`src/rtl/riscv_pkg.sv`:
```
// riscv_pkg: opcodes, funct fields, FSM states and ALU encoding
// shared by multicycle_datapath and datapath_alu.
package riscv_pkg;
    localparam logic [6:0] OP_R      = 7'b0110011;
    localparam logic [6:0] OP_I      = 7'b0010011;
    localparam logic [6:0] OP_LOAD   = 7'b0000011;
    localparam logic [6:0] OP_STORE  = 7'b0100011;
    localparam logic [6:0] OP_BRANCH = 7'b1100011;
    localparam logic [6:0] OP_SYSTEM = 7'b1110011;
    localparam logic [2:0] F3_ADD  = 3'b000;
    localparam logic [2:0] F3_SLT  = 3'b010;
    localparam logic [2:0] F3_OR   = 3'b110;
    localparam logic [2:0] F3_AND  = 3'b111;
    localparam logic [2:0] F3_BEQ  = 3'b000;
    localparam logic [2:0] F3_WORD = 3'b010;
    localparam logic [6:0] F7_BASE = 7'b0000000;
    localparam logic [6:0] F7_SUB  = 7'b0100000;

    typedef enum logic [2:0] {FETCH, DECODE, EXEC, MEM, WB, HALT} state_e;
    typedef enum logic [2:0] {ALU_ADD, ALU_SUB, ALU_AND, ALU_OR, ALU_SLT} alu_op_e;

    function automatic alu_op_e alu_op_of(input logic [6:0] opc, input logic [2:0] f3,
                                          input logic [6:0] f7);
        if (opc == OP_BRANCH || (opc == OP_R && f7 == F7_SUB)) return ALU_SUB;
        if (opc != OP_R && opc != OP_I) return ALU_ADD;
        if (f3 == F3_AND) return ALU_AND;
        if (f3 == F3_OR) return ALU_OR;
        if (f3 == F3_SLT) return ALU_SLT;
        return ALU_ADD;
    endfunction

    // Only the listed subset decodes; anything else halts as illegal.
    function automatic logic is_legal(input logic [6:0] opc, input logic [2:0] f3,
                                      input logic [6:0] f7);
        case (opc)
            OP_R:              return (f3 == F3_ADD && (f7 == F7_BASE || f7 == F7_SUB)) ||
                                      (f7 == F7_BASE && (f3 == F3_SLT || f3 == F3_OR || f3 == F3_AND));
            OP_I:              return f3 == F3_ADD || f3 == F3_OR || f3 == F3_AND;
            OP_LOAD, OP_STORE: return f3 == F3_WORD;
            OP_BRANCH:         return f3 == F3_BEQ;
            OP_SYSTEM:         return 1'b1;
            default:           return 1'b0;
        endcase
    endfunction
endpackage

```
`src/rtl/datapath_alu.sv`:
```
// datapath_alu: combinational XLEN-wide ALU (add, sub, and, or, signed slt)
// with a zero flag used for beq.
module datapath_alu import riscv_pkg::*; #(
    parameter int XLEN = 32
) (
    input  logic [2:0]      op_i,
    input  logic [XLEN-1:0] a_i,
    input  logic [XLEN-1:0] b_i,
    output logic [XLEN-1:0] y_o,
    output logic            zero_o
);
    logic lt;

    assign lt     = $signed(a_i) < $signed(b_i);
    assign y_o    = op_i == ALU_SUB ? a_i - b_i :
                    op_i == ALU_AND ? a_i & b_i :
                    op_i == ALU_OR  ? a_i | b_i :
                    op_i == ALU_SLT ? {{(XLEN-1){1'b0}}, lt} :
                                      a_i + b_i;
    assign zero_o = y_o == '0;
endmodule

```
`src/rtl/multicycle_datapath.sv`:
```
// multicycle_datapath: RV32I-subset multicycle core with one shared
// memory port and FETCH/DECODE/EXEC/MEM/WB/HALT sequencing.
module multicycle_datapath import riscv_pkg::*; #(
    parameter int              XLEN     = 32,
    parameter int              NREG     = 32,
    parameter logic [XLEN-1:0] RESET_PC = '0
) (
    input  logic            clk,
    input  logic            reset,
    output logic            mem_req,
    output logic            mem_we,
    output logic [XLEN-1:0] mem_addr,
    output logic [XLEN-1:0] mem_wdata,
    input  logic            mem_ready,
    input  logic [XLEN-1:0] mem_rdata,
    output logic [XLEN-1:0] pc_out,
    output logic            retire,
    output logic            halted,
    output logic            illegal
);
    localparam int RW = $clog2(NREG);

    state_e          state_q, state_d;
    logic [XLEN-1:0] pc_q, pc_d, a_q, a_d, b_q, b_d, imm_q, imm_d;
    logic [XLEN-1:0] alu_q, alu_d, mdr_q, mdr_d;
    logic [31:0]     ir_q, ir_d;
    logic            illegal_q, illegal_d, started_q;
    logic [XLEN-1:0] regs_q [NREG];

    logic [6:0]      opc, f7;
    logic [4:0]      rd, rs1, rs2;
    logic [2:0]      f3;
    logic [XLEN-1:0] imm_i, imm_s, imm_b, rd_a, rd_b, alu_b, alu_y, pc_plus4;
    logic            alu_zero, legal, misaligned;
    alu_op_e         alu_op;

    assign opc = ir_q[6:0];
    assign rd  = ir_q[11:7];
    assign f3  = ir_q[14:12];
    assign rs1 = ir_q[19:15];
    assign rs2 = ir_q[24:20];
    assign f7  = ir_q[31:25];

    assign imm_i = {{(XLEN-12){ir_q[31]}}, ir_q[31:20]};
    assign imm_s = {{(XLEN-12){ir_q[31]}}, ir_q[31:25], ir_q[11:7]};
    assign imm_b = {{(XLEN-13){ir_q[31]}}, ir_q[31], ir_q[7], ir_q[30:25], ir_q[11:8], 1'b0};

    assign rd_a       = rs1 == '0 ? '0 : regs_q[rs1[RW-1:0]];
    assign rd_b       = rs2 == '0 ? '0 : regs_q[rs2[RW-1:0]];
    assign legal      = is_legal(opc, f3, f7);
    assign alu_op     = alu_op_of(opc, f3, f7);
    assign alu_b      = (opc == OP_R || opc == OP_BRANCH) ? b_q : imm_q;
    assign misaligned = alu_y[1:0] != 2'b00;
    assign pc_plus4   = pc_q + XLEN'(4);

    datapath_alu #(.XLEN(XLEN)) u_alu (
        .op_i   (alu_op),
        .a_i    (a_q),
        .b_i    (alu_b),
        .y_o    (alu_y),
        .zero_o (alu_zero)
    );

    assign pc_out  = pc_q;
    assign halted  = state_q == HALT;
    assign illegal = illegal_q;

    always_comb begin
        state_d   = state_q;
        pc_d      = pc_q;
        ir_d      = ir_q;
        a_d       = a_q;
        b_d       = b_q;
        imm_d     = imm_q;
        alu_d     = alu_q;
        mdr_d     = mdr_q;
        illegal_d = illegal_q;
        mem_req   = 1'b0;
        mem_we    = 1'b0;
        mem_addr  = pc_q;
        mem_wdata = b_q;
        retire    = 1'b0;
        case (state_q)
            // started_q keeps the port idle until the first edge after reset.
            FETCH: begin
                mem_req = started_q;
                if (started_q && mem_ready) begin
                    ir_d    = mem_rdata[31:0];
                    state_d = DECODE;
                end
            end
            DECODE: begin
                a_d       = rd_a;
                b_d       = rd_b;
                imm_d     = opc == OP_STORE ? imm_s : opc == OP_BRANCH ? imm_b : imm_i;
                illegal_d = !legal;
                state_d   = legal ? EXEC : HALT;
            end
            EXEC: begin
                alu_d = alu_y;
                if (opc == OP_BRANCH) begin
                    pc_d    = alu_zero ? pc_q + imm_q : pc_plus4;
                    retire  = 1'b1;
                    state_d = FETCH;
                end else if (opc == OP_SYSTEM) begin
                    state_d = HALT;
                end else if (opc == OP_LOAD || opc == OP_STORE) begin
                    illegal_d = misaligned;
                    state_d   = misaligned ? HALT : MEM;
                end else begin
                    state_d = WB;
                end
            end
            MEM: begin
                mem_req  = 1'b1;
                mem_we   = opc == OP_STORE;
                mem_addr = alu_q;
                if (mem_ready) begin
                    mdr_d   = mem_rdata;
                    retire  = opc == OP_STORE;
                    pc_d    = opc == OP_STORE ? pc_plus4 : pc_q;
                    state_d = opc == OP_STORE ? FETCH : WB;
                end
            end
            WB: begin
                pc_d    = pc_plus4;
                retire  = 1'b1;
                state_d = FETCH;
            end
            HALT: state_d = HALT;
            default: state_d = HALT;
        endcase
    end

    always_ff @(posedge clk or negedge reset) begin
        if (!reset) begin
            state_q   <= FETCH;
            pc_q      <= RESET_PC;
            ir_q      <= '0;
            a_q       <= '0;
            b_q       <= '0;
            imm_q     <= '0;
            alu_q     <= '0;
            mdr_q     <= '0;
            illegal_q <= 1'b0;
            started_q <= 1'b0;
        end else begin
            state_q   <= state_d;
            pc_q      <= pc_d;
            ir_q      <= ir_d;
            a_q       <= a_d;
            b_q       <= b_d;
            imm_q     <= imm_d;
            alu_q     <= alu_d;
            mdr_q     <= mdr_d;
            illegal_q <= illegal_d;
            started_q <= 1'b1;
        end
    end

    always_ff @(posedge clk or negedge reset) begin
        if (!reset) begin
            for (int i = 0; i < NREG; i++) regs_q[i] <= '0;
        end else if (state_q == WB && rd != '0) begin
            regs_q[rd[RW-1:0]] <= opc == OP_LOAD ? mdr_q : alu_q;
        end
    end
endmodule

```
`config.mk`:
```
export PLATFORM = sky130hd
export DESIGN_NAME = multicycle_datapath
export DESIGN_NICKNAME = d
export VERILOG_FILES = /design/src/rtl/riscv_pkg.sv /design/src/rtl/datapath_alu.sv /design/src/rtl/multicycle_datapath.sv
export SDC_FILE = /design/constraint.sdc
export NUM_CORES = 2
export LEC_CHECK = 0
export CORE_MARGIN = 1.5
export CORE_UTILIZATION = 45
export DETAILED_ROUTE_END_ITERATION = 8
export SLEW_MARGIN = 20
export SYNTH_ARGS = -nofsm -noshare
export SYNTH_HDL_FRONTEND = slang
export SYNTH_SLANG_ARGS = --single-unit
```
`constraint.sdc`:
```
create_clock -name clk -period 10.5 [get_ports clk]
set_input_delay 2.1 -clock clk [delete_from_list [all_inputs] [get_ports clk]]
set_output_delay 2.1 -clock clk [all_outputs]
set_load 0.005 [all_outputs]
```
==> summary.txt <==
Global route
  – Antenna violations before repair: 12
  – Global-route wire length before repair: about 370000 um
  – Congestion Overflow GR: 0
  – Vias in the first global route: 53258
  – Pin count of the biggest net entering global routing: 168
  – GRT Resource Usage Total: 0.317

Detailed routing
  – # DRC: 0
  – First-pass DRT Iterations: 5
  – Iter 0 DRT Violations: ~6000
  – Antenna Violating Nets Remaining: 0
  – Top routing layer used: met5
  – Routed len/inst: 28.4 um
  – DR WL met2: between 100000 and 150000 um
  – Via-per-instance ratio: about 6.3
  – Via count: 54520
  – DRT Wirelength: 247000 um
  – Wl on met1: between 100000 and 150000 um
  – WL met3: 20100 um

Cells and area
  – Register area: 30900 um2
  – Share of cells above drive strength 1: 0.169
  – Fillers: 13587
  – Final #Nets: roughly 6700
  – Multi-input gate area: 35600 um2
  – Layout area overhead: 11.2%
  – Design area: 76600 um2

Yosys
  – Post-synthesis cell area: 68900 um2
  – #FFs+latches synth: between 1000 and 1500
  – Sequential fraction of the synthesis area: 0.448
  – Mean post-synth cell area: 10.2 um2
  – Synth area leaders: dfrtp_1 45%, mux4_2 14%, o21ai_0 6.2%
  – Net Count, Synth: 6924
  – Gate Count Post-Synth: between 6000 and 7000
  – Count leader, synth: dfrtp_1
  – Cell taking the most area after synthesis: dfrtp_1
  – EDFF count, synth: 0
  – Ys async rst share: 1.00
  – Synthesis Warnings: 0
  – Top cell type's share of synthesized area: 0.448
  – Post-synth top cells: 1234 x dfrtp_1, 892 x nand2_1, 858 x o21ai_0, 622 x a21oi_1, 531 x clkbuf_1
  – Post-synth top flop: dfrtp_1
  – Cell variety after synth: 99

Die
  – Starting density of the core: 0.454
  – Die area: about 160000 um2
  – FP Rows: 143
  – Die W: 394 um
  – Core ar.: about 150000 um2
  – Die Ht: 394 um
  – # IOs: 136

Critical path
  – Worst R2R Start: ir_q[3]$_DFFE_PN0P_
  – CP Class: reg -> reg
  – Crit path DAT: 8.95 ns
  – Worst Reg-to-Reg Cells: 20
  – Crit path max fanout: 28
  – Worst Path Required: 11.17 ns
  – Reg2reg end: pc_out[0]$_DFFE_PN0P_
  – FF-to-FF setup slack: 2.23 ns
  – CP Launch Type: flop
  – Crit end category: flop

Power and ir drop
  – Leakage Power: 0.0314 uW
  – Peak supply drop: 133 uV
  – PD cells: 168 nW/um2

STA
  – Slew Limit Headroom: 0.162
  – Minimum clock period: 8.27 ns
  – Setup TNS: 0 ns
  – Endpoints failing setup: 0
  – Clock skew: 0.0240 ns
  – Final Hold Viols: 0
  – Slew Viols, Final: 0
  – Final period utilization: 0.788
  – Actual slew at the worst max-slew pin: 1.24 ns
  – Fmax: 0.121 GHz
  – RSZ-0062 raised after global routing: false

Placed design
  – Placer Congestion: 1.00
  – DP HPWL: approximately 150000 um
  – Number of buffers added on ports: approximately 140
  – Area post-placement: 72000 um2

Clocking
  – H-Tree Depth: 4
  – Clk_lat worst skew: ~0.80 ns
  – Longest Clk Path Bufs: 3
  – Root Buffer: clkbuf_16
  – Reg clk slew, reported paths: roughly 0.060 ns
  – CTS Buf Count: 140
  – Setup bufs post-CTS: 0
  – CTS tree: built
  – Resized cells post-CTS: 0
  – CTS Sinks: 1234
  – Hold_buf cts: 0

Hold path
  – Worst Hold Launch: regs_q[994]$_DFFE_PN0P_
  – Hold endpoint: regs_q[994]$_DFFE_PN0P_
  – Hold Path Cell Cnt: 0
  – Hold Path Class: reg -> reg

Flow run
  – Max Cap Violations: 0

Run status
  – Outcome: finished, final reports clean
[worst max-delay path: stages (launching register included)]
cell       delay, ns
dfrtp_1         0.39
nor4bb_1        0.62
nand2_1         0.34
a21oi_4         0.73
mux2_2          0.31
inv_1           0.06
ha_1            0.57
nand3_1         0.24
a2111oi_0       0.84
nor4_1          0.14
a211oi_1        0.36
o21ai_0         0.28
o21ai_0         0.62
and2_1          0.22
o32a_1          0.23
nand2_2         0.10
nor4_4          0.29
buf_4           0.39
nand2_1         0.62
nor2_1          0.38
mux2_2          0.37
[report_power, final]
group	total, uW	internal [uW]	switching [uW]
Combinational	2780	1080	1700
Sequential	5150	4850	299
Clock	4970	2920	2050
Total	12900	8850	4050
[area by class of cell]
type,count,area share
multi-input cells,4765,0.465
repair buffers,274,0.0329
well taps,2030,0.0331
diodes,2,0.0000653
clock buffers,211,0.0546
inverters,121,0.00593
clock inverters,36,0.00534
flip-flops and latches,1234,0.403
[layer usage]
layer	global-route usage	vias up
li1	-	24070
met1	0.444	27538
met2	0.484	2361
met3	0.0602	541
met4	0.128	10
met5	0	-
[cell families (layout without fill, tap and decap cells)]
kind of cell / after synthesis / count (layout) / share of synthesized area
multiplexers: 893 / 893 / 0.210
adder cells (fa/ha/maj): 137 / 137 / 0.0252
buffers and inverters: 753 / 642 / 0.0421
flip-flops: 1234 / 1234 / 0.448
other: 1 / 3 / 0.0000544
XOR/XNOR: 62 / 62 / 0.00788
AND/OR/NAND/NOR: 1664 / 1664 / 0.100
AO/OA/AOI/OAI: 2008 / 2008 / 0.167
[registers in the layout, indices dropped and copies added, names as in the netlist, 3 cells and up]
register / flops
ir_q: 32
alu_q: 32
mdr_q: 32
a_q: 32
mem_wdata: 32
imm_q: 13
regs_q: 1024
state_q: 3
pc_out: 32
[worst max path at each step]
stage,from,end,slack (ns),depth (start not counted)
2_1_floorplan,ir_q[3]$_DFFE_PN0P_,pc_out[7]$_DFFE_PN0P_,4.69,22
3_3_place_gp,ir_q[3]$_DFFE_PN0P_,pc_out[0]$_DFFE_PN0P_,2.53,20
3_5_place_dp,ir_q[2]$_DFFE_PN0P_,pc_out[0]$_DFFE_PN0P_,2.49,20
4_1_cts,ir_q[3]$_DFFE_PN0P_,pc_out[0]$_DFFE_PN0P_,2.47,20
5_1_grt,ir_q[3]$_DFFE_PN0P_,pc_out[1]$_DFFE_PN0P_,1.82,20
6_report,ir_q[3]$_DFFE_PN0P_,pc_out[0]$_DFFE_PN0P_,2.23,20
[metrics by stage]
step / setup slack (ns) / instances / power (uW) / hold WS (ns) / util
6_report: 2.23 / 8673 / 12900 / 0.399 / 0.505
4_1_cts: 2.47 / 8670 / 12900 / 0.399 / 0.504
3_3_place_gp: 2.53 / 8423 / 7950 / 0.380 / 0.474
2_1_floorplan: 4.69 / 6752 / 6840 / 0.445 / -
5_1_grt: 1.82 / 8671 / 13300 / 0.408 / 0.504
3_5_place_dp: 2.49 / 8423 / 7960 / 0.386 / 0.474
[layout by cell type, fill, tap and decap left out, types with 19 or more instances in the layout]
cell             Yosys  final
dfrtp_1           1234   1224
nor3_1              79     73
o31ai_1             38     38
nor2b_1             41     39
nor2_1             472    465
a21o_1              59     59
nand2_1            892    874
nand3_1             69     64
o22ai_1            143    143
buf_4                3    130
a211oi_1            22     22
mux4_2             419    419
clkbuf_1           531     34
nand2b_1            24     22
mux2i_2              0     29
mux2i_1            253    221
inv_1              119    119
clkbuf_16            0    144
clkinv_2             0     19
clkdlybuf4s50_1      0    134
mux2_2             221    221
o21ai_0            858    858
ha_1               134    134
o221ai_1            75     75
xnor2_1             44     44
clkbuf_8             0     33
a21oi_1            622    621
(Power assumes the default switching activity.)
